==> src/rtl/spi_frame_slave_if.sv <==
// SPI pin and frame-data bundle for spi_frame_slave.
// The slave modport is the engine's view; master is the driving side.
interface spi_frame_slave_if #(
    parameter int unsigned NCH  = 4,
    parameter int unsigned TXW  = 32,
    parameter int unsigned RXW  = 16,
    parameter int unsigned DINW = 16,
    parameter int unsigned CFGW = 16
);
    logic                SCK;
    logic                SSEL;
    logic                MOSI;
    logic                MISO;
    logic [NCH*TXW-1:0]  tx_data;
    logic [DINW-1:0]     din;
    logic [NCH*RXW-1:0]  rx_data;
    logic [CFGW-1:0]     cfg;
    logic                commit;
    logic                frame_err;
    logic                busy;

    modport slave (
        input  SCK, SSEL, MOSI, tx_data, din,
        output MISO, rx_data, cfg, commit, frame_err, busy
    );

    modport master (
        output SCK, SSEL, MOSI, tx_data, din,
        input  MISO, rx_data, cfg, commit, frame_err, busy
    );
endinterface

==> src/rtl/spi_frame_slave.sv <==
// SPI mode-0 slave frame engine: coherent TX snapshot at frame start, atomic RX commit on good frames.
// Define SPI_FRAME_CRC_EN to append/check a CRC-8 (poly 0x07) trailer byte.
module spi_frame_slave #(
    parameter int unsigned NCH  = 4,
    parameter int unsigned TXW  = 32,
    parameter int unsigned RXW  = 16,
    parameter int unsigned DINW = 16,
    parameter int unsigned CFGW = 16
) (
    input  logic             clk,
    input  logic             nRESET,
    spi_frame_slave_if.slave bus
);
    localparam int unsigned TXB  = TXW / 8;
    localparam int unsigned RXB  = RXW / 8;
    localparam int unsigned DINB = DINW / 8;
    localparam int unsigned CFGB = CFGW / 8;
    localparam int unsigned FB   = NCH * TXB + DINB;
    localparam int unsigned SB   = NCH * RXB + CFGB;
`ifdef SPI_FRAME_CRC_EN
    localparam int unsigned FL   = FB + 1;
`else
    localparam int unsigned FL   = FB;
`endif
    localparam int unsigned BCW  = $clog2(FB + 3);
    localparam int unsigned SHW  = FB * 8;
    localparam int unsigned SGW  = SB * 8;

    logic [2:0]          sck_s;
    logic [2:0]          ssel_s;
    logic [1:0]          mosi_d;
    logic [1:0]          settle;
    logic                in_frame;
    logic                byte_end;
    logic [2:0]          bitcnt;
    logic [BCW-1:0]      bytecnt;
    logic [BCW-1:0]      nxt_idx;
    logic [7:0]          tx_shift;
    logic [6:0]          rx_shift;
    logic [7:0]          rx_byte;
    logic [7:0]          tx_next;
    logic [SHW-1:0]      shadow;
    logic [SGW-1:0]      stage;
    logic [NCH*RXW-1:0]  rx_q;
    logic [CFGW-1:0]     cfg_q;
    logic                commit_q;
    logic                err_q;
    logic                sck_rise;
    logic                sck_fall;
    logic                ssel_fall;
    logic                ssel_rise;
    logic                frame_ok;

`ifdef SPI_FRAME_CRC_EN
    logic [7:0]          crc_tx;
    logic [7:0]          crc_rx;
    logic [7:0]          rx_last;
    logic [7:0]          tx_cur;
    logic [7:0]          crc_tx_nxt;

    function automatic logic [7:0] crc8(input logic [7:0] c, input logic [7:0] d);
        logic [7:0] r;
        r = c ^ d;
        for (int i = 0; i < 8; i++)
            r = r[7] ? ((r << 1) ^ 8'h07) : (r << 1);
        return r;
    endfunction

    assign crc_tx_nxt = crc8(crc_tx, tx_cur);
    assign frame_ok   = (bitcnt == 3'd0) && (bytecnt == BCW'(FL)) && (rx_last == crc_rx);
`else
    assign frame_ok   = (bitcnt == 3'd0) && (bytecnt == BCW'(FL));
`endif

    assign sck_rise  =  sck_s[1] & ~sck_s[2];
    assign sck_fall  = ~sck_s[1] &  sck_s[2];
    assign ssel_rise =  ssel_s[1] & ~ssel_s[2];
    // settle gates out the false fall produced when the chain refills after reset
    assign ssel_fall = ~ssel_s[1] &  ssel_s[2] & (settle == 2'd3);
    assign rx_byte   = {rx_shift, mosi_d[1]};
    assign nxt_idx   = bytecnt + BCW'(1);

    // Next outgoing byte: snapshot bytes, then optional CRC, then zero fill
    always_comb begin
        tx_next = 8'h00;
        if (nxt_idx < BCW'(FB))
            tx_next = 8'(shadow >> {nxt_idx, 3'b000});
`ifdef SPI_FRAME_CRC_EN
        else if (nxt_idx == BCW'(FB))
            tx_next = crc_tx_nxt;
`endif
    end

    // Pin synchronisers; MOSI delayed to line up with synchronised SCK
    always_ff @(posedge clk or negedge nRESET) begin
        if (!nRESET) begin
            sck_s  <= 3'b000;
            ssel_s <= 3'b111;
            mosi_d <= 2'b00;
            settle <= 2'd0;
        end else begin
            sck_s  <= {sck_s[1:0], bus.SCK};
            ssel_s <= {ssel_s[1:0], bus.SSEL};
            mosi_d <= {mosi_d[0], bus.MOSI};
            if (settle != 2'd3)
                settle <= settle + 2'd1;
        end
    end

    always_ff @(posedge clk or negedge nRESET) begin
        if (!nRESET) begin
            in_frame <= 1'b0;
            byte_end <= 1'b0;
            bitcnt   <= 3'd0;
            bytecnt  <= '0;
            tx_shift <= 8'h00;
            rx_shift <= 7'h00;
            shadow   <= '0;
            stage    <= '0;
            rx_q     <= '0;
            cfg_q    <= '0;
            commit_q <= 1'b0;
            err_q    <= 1'b0;
`ifdef SPI_FRAME_CRC_EN
            crc_tx   <= 8'h00;
            crc_rx   <= 8'h00;
            rx_last  <= 8'h00;
            tx_cur   <= 8'h00;
`endif
        end else begin
            commit_q <= 1'b0;
            err_q    <= 1'b0;
            // End-of-frame has priority so a back-to-back fall starts cleanly next clk
            if (in_frame && ssel_rise) begin
                in_frame <= 1'b0;
                if (frame_ok) begin
                    rx_q     <= stage[NCH*RXW-1:0];
                    cfg_q    <= stage[SGW-1 -: CFGW];
                    commit_q <= 1'b1;
                end else begin
                    err_q    <= 1'b1;
                end
            end else if (ssel_fall) begin
                in_frame <= 1'b1;
                shadow   <= {bus.din, bus.tx_data};
                tx_shift <= bus.tx_data[7:0];
                rx_shift <= 7'h00;
                bitcnt   <= 3'd0;
                bytecnt  <= '0;
                byte_end <= 1'b0;
`ifdef SPI_FRAME_CRC_EN
                crc_tx   <= 8'h00;
                crc_rx   <= 8'h00;
                rx_last  <= 8'h00;
                tx_cur   <= bus.tx_data[7:0];
`endif
            end else if (in_frame) begin
                if (sck_rise) begin
                    rx_shift <= rx_byte[6:0];
                    bitcnt   <= bitcnt + 3'd1;
                    if (bitcnt == 3'd7) begin
                        byte_end <= 1'b1;
                        for (int unsigned i = 0; i < SB; i++)
                            if (bytecnt == BCW'(i))
                                stage[i*8 +: 8] <= rx_byte;
`ifdef SPI_FRAME_CRC_EN
                        if (bytecnt < BCW'(FB))
                            crc_rx <= crc8(crc_rx, rx_byte);
                        else if (bytecnt == BCW'(FB))
                            rx_last <= rx_byte;
`endif
                    end
                end else if (sck_fall) begin
                    if (byte_end) begin
                        byte_end <= 1'b0;
                        tx_shift <= tx_next;
                        if (bytecnt != BCW'(FB + 1))
                            bytecnt <= nxt_idx;
`ifdef SPI_FRAME_CRC_EN
                        tx_cur   <= tx_next;
                        crc_tx   <= crc_tx_nxt;
`endif
                    end else begin
                        tx_shift <= {tx_shift[6:0], 1'b0};
                    end
                end
            end
        end
    end

    assign bus.MISO      = tx_shift[7];
    assign bus.rx_data   = rx_q;
    assign bus.cfg       = cfg_q;
    assign bus.commit    = commit_q;
    assign bus.frame_err = err_q;
    assign bus.busy      = in_frame;

endmodule
==> src/flat_wrapper.sv <==
// flat-port wrapper written by rule: the top's interface ports become plain ports
module spi_frame_slave_flat 
#(
    parameter int unsigned NCH  = 4,
    parameter int unsigned TXW  = 32,
    parameter int unsigned RXW  = 16,
    parameter int unsigned DINW = 16,
    parameter int unsigned CFGW = 16
)
  (clk, nRESET, bus_SCK, bus_SSEL, bus_MOSI, bus_tx_data, bus_din, bus_MISO, bus_rx_data, bus_cfg, bus_commit, bus_frame_err, bus_busy);
  spi_frame_slave_if #(.NCH(NCH), .TXW(TXW), .RXW(RXW), .DINW(DINW), .CFGW(CFGW)) bus_i ();
  input  logic clk;
  input  logic nRESET;
  input wire logic [$bits(bus_i.SCK)-1:0] bus_SCK;
  input wire logic [$bits(bus_i.SSEL)-1:0] bus_SSEL;
  input wire logic [$bits(bus_i.MOSI)-1:0] bus_MOSI;
  input wire logic [$bits(bus_i.tx_data)-1:0] bus_tx_data;
  input wire logic [$bits(bus_i.din)-1:0] bus_din;
  output wire logic [$bits(bus_i.MISO)-1:0] bus_MISO;
  output wire logic [$bits(bus_i.rx_data)-1:0] bus_rx_data;
  output wire logic [$bits(bus_i.cfg)-1:0] bus_cfg;
  output wire logic [$bits(bus_i.commit)-1:0] bus_commit;
  output wire logic [$bits(bus_i.frame_err)-1:0] bus_frame_err;
  output wire logic [$bits(bus_i.busy)-1:0] bus_busy;
  assign bus_i.SCK = bus_SCK;
  assign bus_i.SSEL = bus_SSEL;
  assign bus_i.MOSI = bus_MOSI;
  assign bus_i.tx_data = bus_tx_data;
  assign bus_i.din = bus_din;
  assign bus_MISO = bus_i.MISO;
  assign bus_rx_data = bus_i.rx_data;
  assign bus_cfg = bus_i.cfg;
  assign bus_commit = bus_i.commit;
  assign bus_frame_err = bus_i.frame_err;
  assign bus_busy = bus_i.busy;
  spi_frame_slave #(.NCH(NCH), .TXW(TXW), .RXW(RXW), .DINW(DINW), .CFGW(CFGW)) u_core (.clk(clk), .nRESET(nRESET), .bus(bus_i));
endmodule
==> config.mk <==
export PLATFORM = sky130hd
export DESIGN_NAME = spi_frame_slave_flat
export DESIGN_NICKNAME = d
export VERILOG_FILES = /design/src/rtl/spi_frame_slave_if.sv /design/src/rtl/spi_frame_slave.sv /design/src/flat_wrapper.sv
export SDC_FILE = /design/constraint.sdc
export NUM_CORES = 1
export LEC_CHECK = 0
export ABC_AREA = 1
export CORE_MARGIN = 3
export CORE_UTILIZATION = 54
export DETAILED_ROUTE_END_ITERATION = 6
export PLACE_DENSITY = 0.87
export SYNTH_ARGS = -nofsm -noshare
export SYNTH_HDL_FRONTEND = slang
export SYNTH_SLANG_ARGS = --single-unit
==> constraint.sdc <==
create_clock -name clk -period 2.75 [get_ports clk]
set_input_delay 0.275 -clock clk [delete_from_list [all_inputs] [get_ports clk]]
set_output_delay 0.275 -clock clk [all_outputs]
set_load 0.05 [all_outputs]
; ---- Word level (Yosys, flattened, before mapping)
; Cells that the tools add are included.
[op_classes]
reduce_logical = 27
div = 0
n_eq_ne = 16
shift = 1
mul = 0
n_lt_le_gt_ge = 1
bitwise = 11
n_addsub = 3
n_mux = 29
[op_table]
columns = cell, n
row1 = 144-bit by 8-bit >> shifter with 8-bit output, 1
row2 = 6-bit AND reduction, 11
row3 = 8-bit two-way mux, 6
row4 = 5-bit two-way mux, 6
row5 = 7-bit two-way mux, 3
row6 = "5-bit by 3-bit == test with 1-bit output, second input constant", 4
row7 = 2-bit nonzero test, 6
row8 = 1-bit two-way mux, 11
row9 = "5-bit by 2-bit == test with 1-bit output, second input constant", 2
row10 = "5-bit by 4-bit == test with 1-bit output, second input constant", 2
row11 = 3-bit two-way mux, 3
row12 = 4-bit AND reduction, 2
row13 = 1-bit inverter, 6
row14 = "5-bit by 1-bit adder with 5-bit output, second input constant", 1
row15 = 1-bit AND, 5
row16 = "5-bit by 1-bit == test with 1-bit output, second input constant", 1
row17 = "5-bit == test, second input constant", 1
row18 = 5-bit logical NOT, 1
row19 = "5-bit < comparator, second input constant", 1
row20 = "5-bit inequality test, second input constant", 1
row21 = "2-bit inequality test, second input constant", 2
row22 = 2-bit AND reduction, 2
row23 = "3-bit by 1-bit adder with 3-bit output, second input constant", 1
row24 = "3-bit == test, second input constant", 1
row25 = 7 further kinds, 8
[totals]
memories = 0
reg_bits = 341
latch_bits = 0
mem_bits_ro = 0
out_inout_bits = 84
ramBits = 0
word_cells = 113
inputBits = 149

; ---- Logic depth before layout (Yosys ltp)
[depth]
ltp_word = 8
mapped_depth = 16
ltp_nobuf = 11

; ---- Worst setup path after synthesis
; Ideal clock, no wire load.
[synth_timing]
kind = flip-flop to flip-flop
startpoint = register u_core.bytecnt[0]
endpoint = register u_core.tx_shift[0]
setup_ns = 0.122
n_path_buf = 5
arrival_time_ns = 2.184
period_less_slack_ns = 2.306
t_required_ns = 2.628
stages_incl_launch_ff = 16
path_slack_ns = 0.444
path_cell_list = dfrtp_1 buf_2 inv_2 buf_4 buf_4 ha_1 buf_2 inv_1 clkbuf_1 nand3_1 nand3_1 nand3_1 nand3_1 nand2_1 nand3_1 a21oi_1
[synth_between]
elab_chain_len = 8
word_cells_on_any_way = 9
cone_classes = add/sub: 1 / order compare: 1 / shift: 1 / mux: 6
[synth_rtl]
columns = item, line
row1 = "start, declared", spi_frame_slave.sv:36  ; logic [BCW-1:0] bytecnt;
row2 = "start signal, assigned", spi_frame_slave.sv:178  ; bytecnt <= nxt_idx;
row3 = 5-bit by 1-bit adder with 5-bit output *, spi_frame_slave.sv:81  ; assign nxt_idx = bytecnt + BCW'(1);
row4 = 144-bit by 8-bit >> shifter with 8-bit output / 5-bit < comparator (equally long branches), "spi_frame_slave.sv:87, spi_frame_slave.sv:86"
row5 = 8-bit two-way mux *, spi_frame_slave.sv:86  ; if (nxt_idx < BCW'(FB))
row6 = 8-bit two-way mux *, spi_frame_slave.sv:174  ; if (byte_end) begin
row7 = 8-bit two-way mux *, spi_frame_slave.sv:173  ; end else if (sck_fall) begin
row8 = 8-bit two-way mux *, spi_frame_slave.sv:158  ; if (sck_rise) begin
row9 = 8-bit two-way mux *, spi_frame_slave.sv:157  ; end else if (in_frame) begin
row10 = 8-bit two-way mux *, spi_frame_slave.sv:143  ; end else if (ssel_fall) begin
row11 = "end signal, assigned", spi_frame_slave.sv:146  ; tx_shift <= bus.tx_data[7:0];
row12 = "end signal, assigned", spi_frame_slave.sv:176  ; tx_shift <= tx_next;
row13 = "end signal, assigned", spi_frame_slave.sv:184  ; tx_shift <= {tx_shift[6:0], 1'b0};
row14 = "end, declared", spi_frame_slave.sv:38  ; logic [7:0] tx_shift;
; Mark *: on every way between the ends. The rest lies on a longest branch, timed or not. The select of a mux whose other input is x is not followed.
; A chain may end at the register's enable or synchronous reset.

; ---- Final worst setup path
[layout_timing]
startpoint = register u_core.bytecnt[0]
endpoint = register u_core.tx_shift[1]
; Same word-level chain as after synthesis.

==> impl_metrics.csv <==
group,metric,value,unit
status,status,"finished clean",
synthesis,yosysMostFrequentCell,"nand2_1",
synthesis,synthCells,1726,
pwr,p_per_area,716,nW/um2
pwr,leakage,8.99,nW
sta,min_period_over_period,86.2,%
worst_setup_path,cp_top_family,"buffers and inverters",
finish,syn2layout_area_growth,25.5,%
synthesis,async_flop_share,100,%
synthesis,avgSynthCellArea,8.34,um2
grt,grtUsageMet1,37.0,%
grt,grt_pass1_wl,64.4,mm
finish,drive_gt1_share,5.39,%
sta,max-slew-margin-rel,45.5,%
drt,vias_per_cell,5.60,
sta,max_freq,0.422,GHz
grt,antenna_found_initial,0,
worst_setup_path,cp-endpoint,"u_core.tx_shift[1]",
worst_setup_path,worstPathCellList,"buf_4, nand3_1, xor2_2, inv_2, nand3_1, nand3_1, nand2_1, nand2_1, a21oi_1",
clock_network,clkLatencyLatePin,0.53,ns
worst_setup_path,end_kind,"flop",
sta,rsz0062_at_grt,"no",
worst_setup_path,worst-path-stages,9,
synthesis,synthMuxAreaShare,0.0782,%
grt,grt_util_met2,45.9,%
clock_network,post_cts_buffers,0,
synthesis,ys_seq_area_share,59.3,%
worst_setup_path,cp_max_fo,41,
worst_setup_path,r2r_slack,0.38,ns
sta,tightest_slew,0.814,ns
worst_setup_path,reg2reg_from,"u_core.bytecnt[0]",
floorplanning,core_area,26100,um2
place,globalplace.congestion,1.02,
drt,vias,12771,
floorplanning,die_h,169,um
grt,grt_max_degree,111,
synthesis,synth-simple-area-share,29.4,%
clock_network,ctsRootBufferMaster,"clkbuf_16",
finish,diodes,0,
floorplanning,start_util,55.1,%
drt,ant_nets,0,
floorplanning,row_count,59,
sta,skew,0.0242,ns
grt,grtUsageMet3,4.47,%
grt,first_global_vias,12632,
synthesis,synthAdderAreaFrac,0.782,%
synthesis,yosys-top-cells-count,"nand2_1 (876), dfrtp_1 (338), nand3_1 (136)",
finish,final_cell_count_no_fill,2282,
clock_network,cts_tree,"yes",
worst_setup_path,start_kind,"flop",
clock_network,cts_max_level,2,
synthesis,synthFlopType,"dfrtp_1",
synthesis,synth_area_leaders,"dfrtp_1 (59%), nand2_1 (23%), nand3_1 (4.7%)",
pwr,ir_worst_vdd,0.439,mV
synthesis,synthXorXnorAreaFrac,0.573,%
clock_network,clkSinkCount,341,
place,hpwl,26.9,mm
worst_setup_path,r2r-end,"u_core.tx_shift[1]",
drt,wire_per_inst,17.4,um
worst_hold_path,hold_class,"primary input to flop",
worst_setup_path,crit_slowest_cell,"xor2_2",
worst_setup_path,cp_num_buf_inv,2,
floorplanning,pin_count,233,
synthesis,synth_edf_count,0,
synthesis,ys_warn_count,0,
grt,grt_usage,27.9,%
worst_setup_path,worst_ep_arrival_time,2.82,ns
worst_setup_path,crit_type,"flop to flop",
sta,maxSlewViolCount,0,
synthesis,synth_cell_types,29,
drt,finalWirelength,39.7,mm
drt,drc,0,
sta,layout_setup_ws,0.379,ns
worst_setup_path,max_stage_delay,0.56,ns
synthesis,post_synth_instance_area,14400,um2
sta,fin_setup_tns,0,ns
synthesis,synth_top_family_by_area,"simple AND/OR/NAND/NOR gates",
grt,grt-ovfl-total,0,
synthesis,synth_compound_area_share,5.18,%
sta,setup_viol,0,
grt,top_usage_layer,"met2",
worst_setup_path,worstSetupStartpoint,"u_core.bytecnt[0]",
clock_network,cts_buffers,34,
place,place_ws,0.476,ns
place,io_buffers,232,
place,dp.cells,2219,
worst_setup_path,crit_top_cell,"nand3_1",
synthesis,synth_top_area_share,58.7,%
run,drv_cap,0,
clock_network,clk_path_buf_depth,3,
synthesis,synth_nets,1884,
synthesis,synth_top_area_cell,"dfrtp_1",
drt,drtPass1Iterations,6,
worst_setup_path,critical_path_required,3.20,ns
synthesis,synth-seq-cells,341,
drt,drt_iter0_markers,1604,
floorplanning,die_width,169,um
worst_setup_path,ff2ff_path_depth,9,
finish,layout.nets,2079,
floorplanning,dieArea,28700,um2
sta,hold_violations,0,
sta,period_minus_slack,2.37,ns
clock_network,clk_pin_slew,0.07,ns
==> report_power, final <==
group / internal [mW] / leakage (nW) / switching, mW
registers: 5.37 / 4.45 / 0.246
logic: 0.935 / 3.98 / 1.70
clock network: 2.74 / 0.560 / 1.96
==> metrics by stage <==
stage               hold slack (ns)  cell area (um2)  total power, mW  utilization, %
floorplan                   -0.0206            14400             7.34               -
global placement              0.290            16900             8.17            64.8
detailed placement            0.293            16900             8.26            64.8
CTS                           0.177            18100             12.9            69.1
global route                  0.186            18100             13.5            69.1
finish                        0.191            18100             12.9            69.1
==> final cells by class <==
class	count	area, um2
timing repair buffer	255	2560
clock inverter	12	135
fill	1880	8060
multi-input combinational	1232	5190
clock buffer	50	1000
inverter	57	216
tap	335	419
sequential	341	8540
==> flip-flops by register name, summed over array words and instances, names as in the netlist, 3 cells and up <==
name,flops
u_core.shadow,144
u_core.stage,80
u_core.bus.rx_data,64
u_core.bus.cfg,16
u_core.tx_shift,8
u_core.rx_shift,7
u_core.bytecnt,5
u_core.bitcnt,3
u_core.sck_s,3
u_core.ssel_s,3
==> what timing repair did <==
| action | in CTS | in global routing |
|---|---|---|
| hold buffers | 1 | 0 |
| endpoints found under the hold margin | 71 | 0 |
| resized for setup | 0 | 0 |
| endpoints found under the setup margin | 0 | 0 |
==> layer usage <==
layer / vias to the layer above / share of wire [%]
met3: 151 / 8.6
met5: - / 0
met1: 6082 / 38
met4: 0 / 5.1
li1: 5804 / -
met2: 734 / 48
==> worst min path at each step <==
stage / start / slack, ns / depth (start not counted) / end
after global placement: nRESET / 0.29 / 1 / u_core.bus.rx_data[33]
after floorplan: nRESET / -0.02 / 0 / u_core.bitcnt[0]
after global routing: bus_SSEL / 0.19 / 1 / u_core.ssel_s[0]
after CTS: bus_SSEL / 0.18 / 1 / u_core.ssel_s[0]
after detailed placement: nRESET / 0.29 / 1 / u_core.bus.rx_data[32]
final: bus_SSEL / 0.19 / 1 / u_core.ssel_s[0]
==> placed cells by master, fill, tap and decap left out, types with 17 or more instances in the layout <==
master / Yosys / final
clkdlybuf4s50_1: 0 / 231
a21oi_1: 17 / 17
o21ai_0: 121 / 121
clkbuf_16: 0 / 34
nor2_1: 43 / 43
nand2_1: 876 / 875
nand3_1: 136 / 136
buf_4: 5 / 17
dfrtp_1: 338 / 337
inv_1: 51 / 51
==> cells by family (layout without fill, tap and decap cells) <==
family / after synthesis / in the layout
buffers and inverters: 153 / 374
AOI/OAI and AO/OA: 147 / 147
muxes: 1 / 1
and+or+nand+nor: 1069 / 1069
xor gates and xnor gates: 6 / 6
DFF: 341 / 341
adders and majority gates: 9 / 9
No activity file was read; power rests on OpenSTA's default activity.
